File: config.mk
export PLATFORM = sky130hd
export DESIGN_NAME = remote_controller_param_flat
export DESIGN_NICKNAME = d
export VERILOG_FILES = /design/src/rtl/remote_controller_param_if.sv /design/src/rtl/remote_controller_param.sv /design/src/flat_wrapper.sv
export SDC_FILE = /design/constraint.sdc
export NUM_CORES = 1
export LEC_CHECK = 0
export CORE_AREA = 2 2 63 109
export DETAILED_ROUTE_END_ITERATION = 10
export DIE_AREA = 0 0 65 111
export PLACE_DENSITY_LB_ADDON = 0.15
export SYNTH_ARGS = -nofsm -noshare
export SYNTH_HDL_FRONTEND = slang
export SYNTH_SLANG_ARGS = --single-unit
File: constraint.sdc
create_clock -name clk -period 4.37 [get_ports clk]
set_input_delay 0.874 -clock clk [delete_from_list [all_inputs] [get_ports clk]]
set_output_delay 0.874 -clock clk [all_outputs]
set_load 0.005 [all_outputs]
File: src/rtl/remote_controller_param_if.sv
// Serial-in / key-out bundle between the remote-control decoder and its environment.
// The source drives serial; the decoder drives the key, pulse and status outputs.
interface remote_controller_param_if #(
  parameter int unsigned KEY_W = 8
) ();
  logic             serial;
  logic             ready;
  logic [KEY_W-1:0] remote_key;
  // Named key_repeat because "repeat" is a reserved word in SystemVerilog.
  logic             key_repeat;
  logic [2:0]       err;
  logic             busy;

  modport slave (
    input  serial,
    output ready, remote_key, key_repeat, err, busy
  );

  modport master (
    output serial,
    input  ready, remote_key, key_repeat, err, busy
  );
endinterface

File: src/rtl/remote_controller_param.sv
// Parametrised remote-control frame decoder: start sequence, custom code, key and inverse key,
// with per-cause error flags, key-hold repeat detection and a busy indication.
module remote_controller_param #(
  parameter int unsigned            CUSTOM_W      = 16,
  parameter int unsigned            KEY_W         = 8,
  parameter logic [CUSTOM_W-1:0]    CUSTOM_CODE   = 16'hAAAA,
  parameter bit                     CHECK_CUSTOM  = 1'b1,
  parameter logic [2**KEY_W-1:0]    KEY_VALID_MAP = '1,
  parameter int unsigned            HOLD_WINDOW   = 100,
  parameter int unsigned            MAX_LOW       = 255
) (
  input logic                      clk,
  input logic                      reset,
  remote_controller_param_if.slave bus
);

  localparam int unsigned N     = CUSTOM_W + 2 * KEY_W;
  localparam int unsigned BitW  = $clog2(N);
  localparam int unsigned LowW  = $clog2(MAX_LOW + 2);
  localparam int unsigned HoldW = $clog2(HOLD_WINDOW + 1);

  localparam logic [BitW-1:0]  LastBit = BitW'(N - 1);
  localparam logic [LowW-1:0]  MaxLow  = LowW'(MAX_LOW);
  localparam logic [HoldW-1:0] HoldWin = HoldW'(HOLD_WINDOW);

  localparam logic [1:0] IDLE      = 2'd0;
  localparam logic [1:0] START_LOW = 2'd1;
  localparam logic [1:0] DATA      = 2'd2;
  localparam logic [1:0] CHECK     = 2'd3;

  logic [1:0]       state_q, state_d;
  logic [LowW-1:0]  low_q, low_d;
  logic [BitW-1:0]  cnt_q, cnt_d;
  logic [N-1:0]     shift_q, shift_d;
  logic [HoldW-1:0] hold_q, hold_d;
  logic             prev_q, prev_d;
  logic             ready_q, ready_d;
  logic             rep_q, rep_d;
  logic [2:0]       err_q, err_d;
  logic [KEY_W-1:0] key_q, key_d;

  logic [CUSTOM_W-1:0] custom_f;
  logic [KEY_W-1:0]    key_f, inv_f;
  logic                c_bad, i_bad, m_bad;

  assign custom_f = shift_q[N-1 -: CUSTOM_W];
  assign key_f    = shift_q[2*KEY_W-1 -: KEY_W];
  assign inv_f    = shift_q[KEY_W-1:0];
  assign c_bad    = CHECK_CUSTOM && (custom_f != CUSTOM_CODE);
  assign i_bad    = (inv_f != ~key_f);
  assign m_bad    = ~KEY_VALID_MAP[key_f];

  always_comb begin
    state_d = state_q;
    low_d   = low_q;
    cnt_d   = cnt_q;
    shift_d = shift_q;
    prev_d  = prev_q;
    key_d   = key_q;
    ready_d = 1'b0;
    rep_d   = 1'b0;
    err_d   = 3'b000;
    hold_d  = (hold_q < HoldWin) ? hold_q + 1'b1 : hold_q;
    case (state_q)
      IDLE: begin
        if (!bus.serial) begin
          state_d = START_LOW;
          low_d   = LowW'(1);
        end
      end
      START_LOW: begin
        if (bus.serial) begin
          state_d = DATA;
          cnt_d   = '0;
        end else if (low_q >= MaxLow) begin
          // Start sequence too long: treat as line noise and drop silently.
          state_d = IDLE;
        end else begin
          low_d = low_q + 1'b1;
        end
      end
      DATA: begin
        shift_d = {shift_q[N-2:0], bus.serial};
        cnt_d   = cnt_q + 1'b1;
        if (cnt_q == LastBit) state_d = CHECK;
      end
      CHECK: begin
        state_d = IDLE;
        err_d   = {m_bad, i_bad, c_bad};
        if (!c_bad && !i_bad && !m_bad) begin
          ready_d = 1'b1;
          key_d   = key_f;
          rep_d   = prev_q && (key_f == key_q) && (hold_q < HoldWin);
          prev_d  = 1'b1;
          hold_d  = '0;
        end
      end
      default: state_d = IDLE;
    endcase
  end

  always_ff @(posedge clk or negedge reset) begin
    if (!reset) begin
      state_q <= IDLE;
      low_q   <= '0;
      cnt_q   <= '0;
      shift_q <= '0;
      hold_q  <= '0;
      prev_q  <= 1'b0;
      ready_q <= 1'b0;
      rep_q   <= 1'b0;
      err_q   <= 3'b000;
      key_q   <= '0;
    end else begin
      state_q <= state_d;
      low_q   <= low_d;
      cnt_q   <= cnt_d;
      shift_q <= shift_d;
      hold_q  <= hold_d;
      prev_q  <= prev_d;
      ready_q <= ready_d;
      rep_q   <= rep_d;
      err_q   <= err_d;
      key_q   <= key_d;
    end
  end

  assign bus.ready      = ready_q;
  assign bus.key_repeat = rep_q;
  assign bus.err        = err_q;
  assign bus.remote_key = key_q;
  assign bus.busy       = (state_q != IDLE);

endmodule

File: src/flat_wrapper.sv
// flat-port wrapper written by rule: the top's interface ports become plain ports
module remote_controller_param_flat 
#(
  parameter int unsigned            CUSTOM_W      = 16,
  parameter int unsigned            KEY_W         = 8,
  parameter logic [CUSTOM_W-1:0]    CUSTOM_CODE   = 16'hAAAA,
  parameter bit                     CHECK_CUSTOM  = 1'b1,
  parameter logic [2**KEY_W-1:0]    KEY_VALID_MAP = '1,
  parameter int unsigned            HOLD_WINDOW   = 100,
  parameter int unsigned            MAX_LOW       = 255
)
  (clk, reset, bus_serial, bus_ready, bus_remote_key, bus_key_repeat, bus_err, bus_busy);
  remote_controller_param_if #(.KEY_W(KEY_W)) bus_i ();
  input logic clk;
  input logic reset;
  input wire logic [$bits(bus_i.serial)-1:0] bus_serial;
  output wire logic [$bits(bus_i.ready)-1:0] bus_ready;
  output wire logic [$bits(bus_i.remote_key)-1:0] bus_remote_key;
  output wire logic [$bits(bus_i.key_repeat)-1:0] bus_key_repeat;
  output wire logic [$bits(bus_i.err)-1:0] bus_err;
  output wire logic [$bits(bus_i.busy)-1:0] bus_busy;
  assign bus_i.serial = bus_serial;
  assign bus_ready = bus_i.ready;
  assign bus_remote_key = bus_i.remote_key;
  assign bus_key_repeat = bus_i.key_repeat;
  assign bus_err = bus_i.err;
  assign bus_busy = bus_i.busy;
  remote_controller_param #(.CUSTOM_W(CUSTOM_W), .KEY_W(KEY_W), .CUSTOM_CODE(CUSTOM_CODE), .CHECK_CUSTOM(CHECK_CUSTOM), .KEY_VALID_MAP(KEY_VALID_MAP), .HOLD_WINDOW(HOLD_WINDOW), .MAX_LOW(MAX_LOW)) u_core (.clk(clk), .reset(reset), .bus(bus_i));
endmodule
**Word level (Yosys, flattened, before mapping)**

Memories as Yosys holds them, arrays and structs flattened.
Cells that the tools add are included.

- Bits in registers: 69
- Bits in read-only memories: 256
- Input port bits: 3
- Output and inout bits: 14
- Word-level logic and storage cells: 66
- Memories kept: 1

- Add/subtract/negate cells: 3
- $lt $le $gt $ge: 3
- Equality and inequality tests: 13
- Multiplexer cells: 20
- Bitwise logic cells: 2
- Reduce and logical (&&, ||, !) cells: 14

Memories:

| memory | depth | bits a word | read ports | clocked after memory_dff | write ports | line | source |
|---|---|---|---|---|---|---|---|
| (name not given) | 256 | 1 | 1 | 0 | 0 | remote_controller_param.sv:51 | `assign m_bad = ~KEY_VALID_MAP[key_f];` |

Operators with widths:

| operator | number |
|---|---|
| two-way mux 9 bit | 3 |
| two-way mux 7 bit | 3 |
| one-hot mux 9 bit (2 select lines) | 1 |
| inequality test 16 bit (second input constant) | 1 |
| one-hot mux 5 bit (2 select lines) | 1 |
| adder 9 x 1 -> 9 bit (second input constant) | 1 |
| >= comparator 9 x 8 -> 1 bit (second input constant) | 1 |
| < comparator 8 x 9 -> 1 bit (second input constant) | 1 |
| equality test 8 bit | 1 |
| two-way mux 2 bit | 4 |
| inequality test 2 bit (second input constant) | 4 |
| inequality test 8 bit | 1 |
| NOT 8 bit | 1 |
| one-hot mux 2 bit (4 select lines) | 1 |
| adder 7 x 1 -> 7 bit (second input constant) | 1 |
| < comparator 7 bit (second input constant) | 1 |
| nonzero test 2 bit | 3 |
| adder 5 x 1 -> 5 bit (second input constant) | 1 |
| equality test 5 bit (second input constant) | 1 |
| two-way mux 1 bit | 5 |
| two-way mux 5 bit | 1 |
| equality test 2 bit (second input constant) | 2 |
| logical AND 1 bit | 4 |
| AND reduction 2 bit | 2 |
| 9 further kinds | 10 |

**Logic depth before layout (Yosys ltp)**

- Depth after elaboration: 7
- Depth in mapped cells: 8
- Gate-level depth less buffers: 8

**Least setup slack after synthesis**

OpenSTA, ideal clock, no wires.

- Path type: input to register
- From: input bus_serial
- To: register u_core.low_q[5]
- Setup time: 0.078 ns
- Arrival: 1.993 ns
- Setup slack: 2.300 ns
- Stages: 3
- Buffers on the path: 0
- Cell sequence: or4_4 > or4_1 > a21oi_1

- Cells in the longest elaborated chain, start to end: 2
- Elaborated cells between the ends (all ways): 3

RTL lines:

| item | line | source |
|---|---|---|
| start: declaration | flat_wrapper.sv:16 | `input wire logic [$bits(bus_i.serial)-1:0] bus_serial;` |
| inequality test 2 bit (no line) | - |  |
| AND reduction 4 bit (no line) (*) | - |  |
| end signal: assignment | remote_controller_param.sv:116 | `low_q <= low_d;` |
| end: declaration | remote_controller_param.sv:32 | `logic [LowW-1:0] low_q, low_d;` |

Every way passes the cells marked *; elsewhere a longest branch is shown, timed or not.
A chain may end at the register's enable or synchronous reset.

==> flow_summary.rst <==
.. list-table::
   :header-rows: 1

   * - Metric
     - Value
   * - Cell-by-cell trace of the critical path
     - or2_2 -> clkdlybuf4s50_1
   * - Number of warnings printed during yosys synthesis
     - 0
   * - Row count
     - 39
   * - Share of final-layout standard cells stronger than drive strength 1
     - 0.108
   * - Reg clk slew, reported paths
     - roughly 0.050 ns
   * - Slowest cell on crit path
     - sky130_fd_sc_hd__dfrtp_1
   * - Biggest cell delay along the critical path
     - around 0.54 ns
   * - Proportion of power drawn by the clock network
     - 0.345
   * - Vias in the first global route
     - around 2.2k
   * - Tightest hold margin
     - around 0.46 ns
   * - Normalized max-slew margin
     - 0.321
   * - Result of the run
     - complete, no violations
   * - Mapped Avg Cell Area
     - approximately 10 um^2
   * - Path depth of the worst reg2reg path
     - 3
   * - Register-to-Register Setup Slack
     - between 2 and 2.5 ns
   * - Sw frac
     - 0.319
   * - Sequential share of the synthesized area
     - 0.552
   * - Number of different library cells in the post-synthesis netlist
     - 43
   * - Clk Latency, worst-skew pair
     - roughly 0.32 ns
   * - Final cell utilization of the core
     - 0.561
   * - Area of the placeable core
     - 6390 um^2
   * - Global-route wire length before repair
     - 9.99 mm
   * - Synth Instances
     - 310
   * - Max-slew violation total from the final report
     - 0
   * - MaxCap Viol Count
     - 0
   * - Tcrit/Tclk final
     - 0.583
   * - Switching pwr
     - ~620 uW
   * - Residual DRC
     - 0
   * - Number of routed nets with antenna violations
     - 0
   * - Hold Path Class
     - reg2reg
   * - Total track usage
     - 0.180
   * - Worst Setup Slack, final
     - roughly 1.8 ns
   * - Initial antenna violation count
     - 0
   * - IO Pins
     - 17
   * - Worst Hold Depth
     - 1
   * - Crit Path Category
     - reg2out
   * - Residual overflow from global routing
     - 0
   * - Largest cells by area after synthesis
     - sky130_fd_sc_hd__dfrtp_1 55%, sky130_fd_sc_hd__nand2_1 13%, sky130_fd_sc_hd__xor2_1 4.3%, sky130_fd_sc_hd__mux2_2 2.2%, sky130_fd_sc_hd__ha_1 2.0%
   * - IR Drop Worst-Case VDD
     - between 0.4 and 0.5 mV
   * - Gates resized, CTS repair
     - 0
   * - Routed Wire Length
     - 5.69 mm
   * - Post-synthesis sequential element count
     - between 60 and 70
   * - Overall die height
     - 111 um
   * - Total of buffers placed on input and output ports
     - 15
   * - Number of buffers added for setup after CTS
     - 0
   * - Weighted congestion reported at the end of routability-driven placement
     - 0.876
   * - Number of violations reported at the end of detailed-routing iteration 0
     - 140
   * - Root Driver
     - sky130_fd_sc_hd__clkbuf_16
   * - Synthesized cell area
     - slightly above 3000 um^2
   * - Number of buffers inserted for hold repair after clock tree synthesis
     - 0
   * - Post-detail-place hpwl
     - 3.78 mm
   * - H-tree depth reported by CTS
     - 3
   * - Total via count in the routed design
     - 2178
   * - Setup violation total in the final timing report
     - 0
   * - Kind of end point of the critical path
     - output port
   * - Total negative slack
     - 0 ns
   * - Critical path peak fanout
     - 17
   * - Min Clock Period, post-route
     - around 2.5 ns
   * - Tightest Pin Transition
     - 1.01 ns
   * - Post-detailed-route wirelength per cell
     - about 14 um
   * - Detailed-routing iteration count for the pre-antenna-repair pass
     - 4
   * - Synthesized net count
     - 318
   * - Net count, final
     - between 300 and 400
   * - Part of the total power dissipated in sequential elements
     - 0.445
   * - Unrepaired setup endpoints after global routing
     - false
   * - Count of final hold-check violations
     - 0
   * - Overall power after layout
     - between 1.5 and 2 mW
   * - Power density relative to cell area
     - 543 nW/um^2
   * - Final worst clock skew
     - around 0.0025 ns
   * - Area share of the leading cell type in the synthesized netlist
     - 0.552
   * - Clock tree buffer depth
     - 2
   * - Vias per inst
     - between 5 and 6
   * - Die area
     - around 7200 um^2
   * - Leading area contributor after synthesis
     - sky130_fd_sc_hd__dfrtp_1
   * - Total clock sinks
     - 68
   * - Inserted Clock Buffers
     - 9
   * - Count of antenna diodes in the layout
     - 0
   * - Horizontal die dimension
     - between 60 and 70 um
   * - Data arrival time of the critical path
     - 1.68 ns
   * - Maximum operating frequency
     - a little under 0.4 GHz
   * - Initial Utilization
     - 0.483
   * - Area growth from synthesis to layout
     - 16.2%
   * - Clock tree from TritonCTS
     - built
   * - Part of the power in combinational logic
     - 0.210
   * - Total internal power
     - ~1.3 mW
   * - Worst slack after detailed placement
     - roughly 1.7 ns
   * - Data required, critical path
     - ~3.5 ns
   * - CP startpoint kind
     - flip-flop
   * - Leakage
     - about 1.8 nW
   * - Pin count of the biggest net entering global routing
     - 38
sequential cells by signal (all words and copies together), names as in the netlist, named ones only:
name,cells
u_core.hold_q,7
u_core.bus.ready,1
u_core.bus.key_repeat,1
u_core.bus.remote_key,8
u_core.cnt_q,5
u_core.bus.err,2
u_core.state_q,1
u_core.shift_q,32
u_core.prev_q,1
u_core.low_q,9
worst paths after layout:
path	start	end
min	u_core.prev_q	u_core.prev_q
max reg2reg	flip-flop	u_core.bus.remote_key[2]
max in group asynchronous	reset	u_core.shift_q[27]
min reg2reg	u_core.prev_q	u_core.prev_q
max	flip-flop	bus_busy
min in group asynchronous	reset	u_core.bus.remote_key[3]
metal layers:
metal	part of all wire	GRT usage
met1	0.43	0.215
met2	0.52	0.296
met3	0.030	0.0497
met4	0.022	0.0794
met5	0	0
critical path, delay by kind of cell, from the launching register on:
kind	cells	cell delay [ns]
simple gates	1	0.36
buf+inv	1	0.44
flops	1	0.54
Yosys cell counts:
cell type                  count
sky130_fd_sc_hd__nor3_1        2
sky130_fd_sc_hd__nor4_1        3
sky130_fd_sc_hd__nand3b_1      1
sky130_fd_sc_hd__o41a_1        1
sky130_fd_sc_hd__a311oi_1      1
sky130_fd_sc_hd__inv_1         5
sky130_fd_sc_hd__conb_1        1
sky130_fd_sc_hd__a21oi_1       7
sky130_fd_sc_hd__or2_2         2
sky130_fd_sc_hd__a211oi_1      1
sky130_fd_sc_hd__dfrtp_1      68
sky130_fd_sc_hd__nor3b_1       1
sky130_fd_sc_hd__xnor2_1       7
sky130_fd_sc_hd__a22o_1        2
sky130_fd_sc_hd__nand4_1       2
sky130_fd_sc_hd__buf_6         1
sky130_fd_sc_hd__and4bb_2      4
sky130_fd_sc_hd__clkbuf_1     10
sky130_fd_sc_hd__o41ai_1       3
sky130_fd_sc_hd__buf_4         1
sky130_fd_sc_hd__or3_1         3
sky130_fd_sc_hd__o211ai_1      1
sky130_fd_sc_hd__nand3_1       9
sky130_fd_sc_hd__nor2b_1       2
sky130_fd_sc_hd__ha_1          5
sky130_fd_sc_hd__nand2_1     106
sky130_fd_sc_hd__nor2_1       12
sky130_fd_sc_hd__mux2_2        6
sky130_fd_sc_hd__o21ai_0       5
sky130_fd_sc_hd__mux2i_1       1
sky130_fd_sc_hd__nand2b_1      1
sky130_fd_sc_hd__mux2_4        2
sky130_fd_sc_hd__or4_4         1
sky130_fd_sc_hd__xor2_1       15
sky130_fd_sc_hd__nand4_2       2
sky130_fd_sc_hd__or4_1         1
sky130_fd_sc_hd__o21a_1        1
sky130_fd_sc_hd__nor4_4        1
sky130_fd_sc_hd__o31ai_1       2
sky130_fd_sc_hd__o311ai_1      1
sky130_fd_sc_hd__a31oi_1       3
sky130_fd_sc_hd__and3_1        6
sky130_fd_sc_hd__and2_1        1
cells by family after synthesis:
| group | share of synthesized area |
|---|---|
| simple gates | 0.244 |
| flops | 0.551 |
| compound gates | 0.0612 |
| xor+xnor | 0.0625 |
| buf+inv | 0.0243 |
| mux | 0.0349 |
| fa+ha+maj | 0.0203 |
| other cells | 0.00122 |
power by group through the flow:
stage | clock [mW] | combinational (mW) | sequential, mW
after floorplan | 0 | 0.323 | 0.827
final | 0.672 | 0.409 | 0.867
after CTS | 0.694 | 0.420 | 0.866
after global routing | 0.714 | 0.471 | 0.888
after detailed placement | 0 | 0.418 | 0.876
after global placement | 0 | 0.412 | 0.875
metrics by stage:
stage | cell area [um^2] | cells
2_1_floorplan | 3090 | 310
3_3_place_gp | 3300 | 398
3_5_place_dp | 3300 | 398
4_1_cts | 3580 | 414
5_1_grt | 3580 | 414
6_report | 3580 | 414
cells in the final DEF (no fill, tap or decap), types with 4 or more instances in the layout:
cell type                         synthesis  routed
sky130_fd_sc_hd__a21oi_1                  7       7
sky130_fd_sc_hd__and3_1                   6       6
sky130_fd_sc_hd__and4bb_2                 4       4
sky130_fd_sc_hd__clkbuf_16                0       9
sky130_fd_sc_hd__clkdlybuf4s50_1          0      14
sky130_fd_sc_hd__dfrtp_1                 68      68
sky130_fd_sc_hd__ha_1                     5       5
sky130_fd_sc_hd__inv_1                    5       5
sky130_fd_sc_hd__mux2_2                   6       6
sky130_fd_sc_hd__nand2_1                106     106
sky130_fd_sc_hd__nand3_1                  9       9
sky130_fd_sc_hd__nor2_1                  12      12
sky130_fd_sc_hd__o21ai_0                  5       5
sky130_fd_sc_hd__xnor2_1                  7       7
sky130_fd_sc_hd__xor2_1                  15      15
final cells by class:
class                      count  area (um^2)
multi-input combinational    225         1310
fill                         559         2810
clock inverter                 1         5.00
tap                           82          103
clock buffer                  15          278
inverter                       5         18.8
sequential                    68         1700
timing repair buffer          18          168
Note: power is estimated with default switching activity, not from simulation.
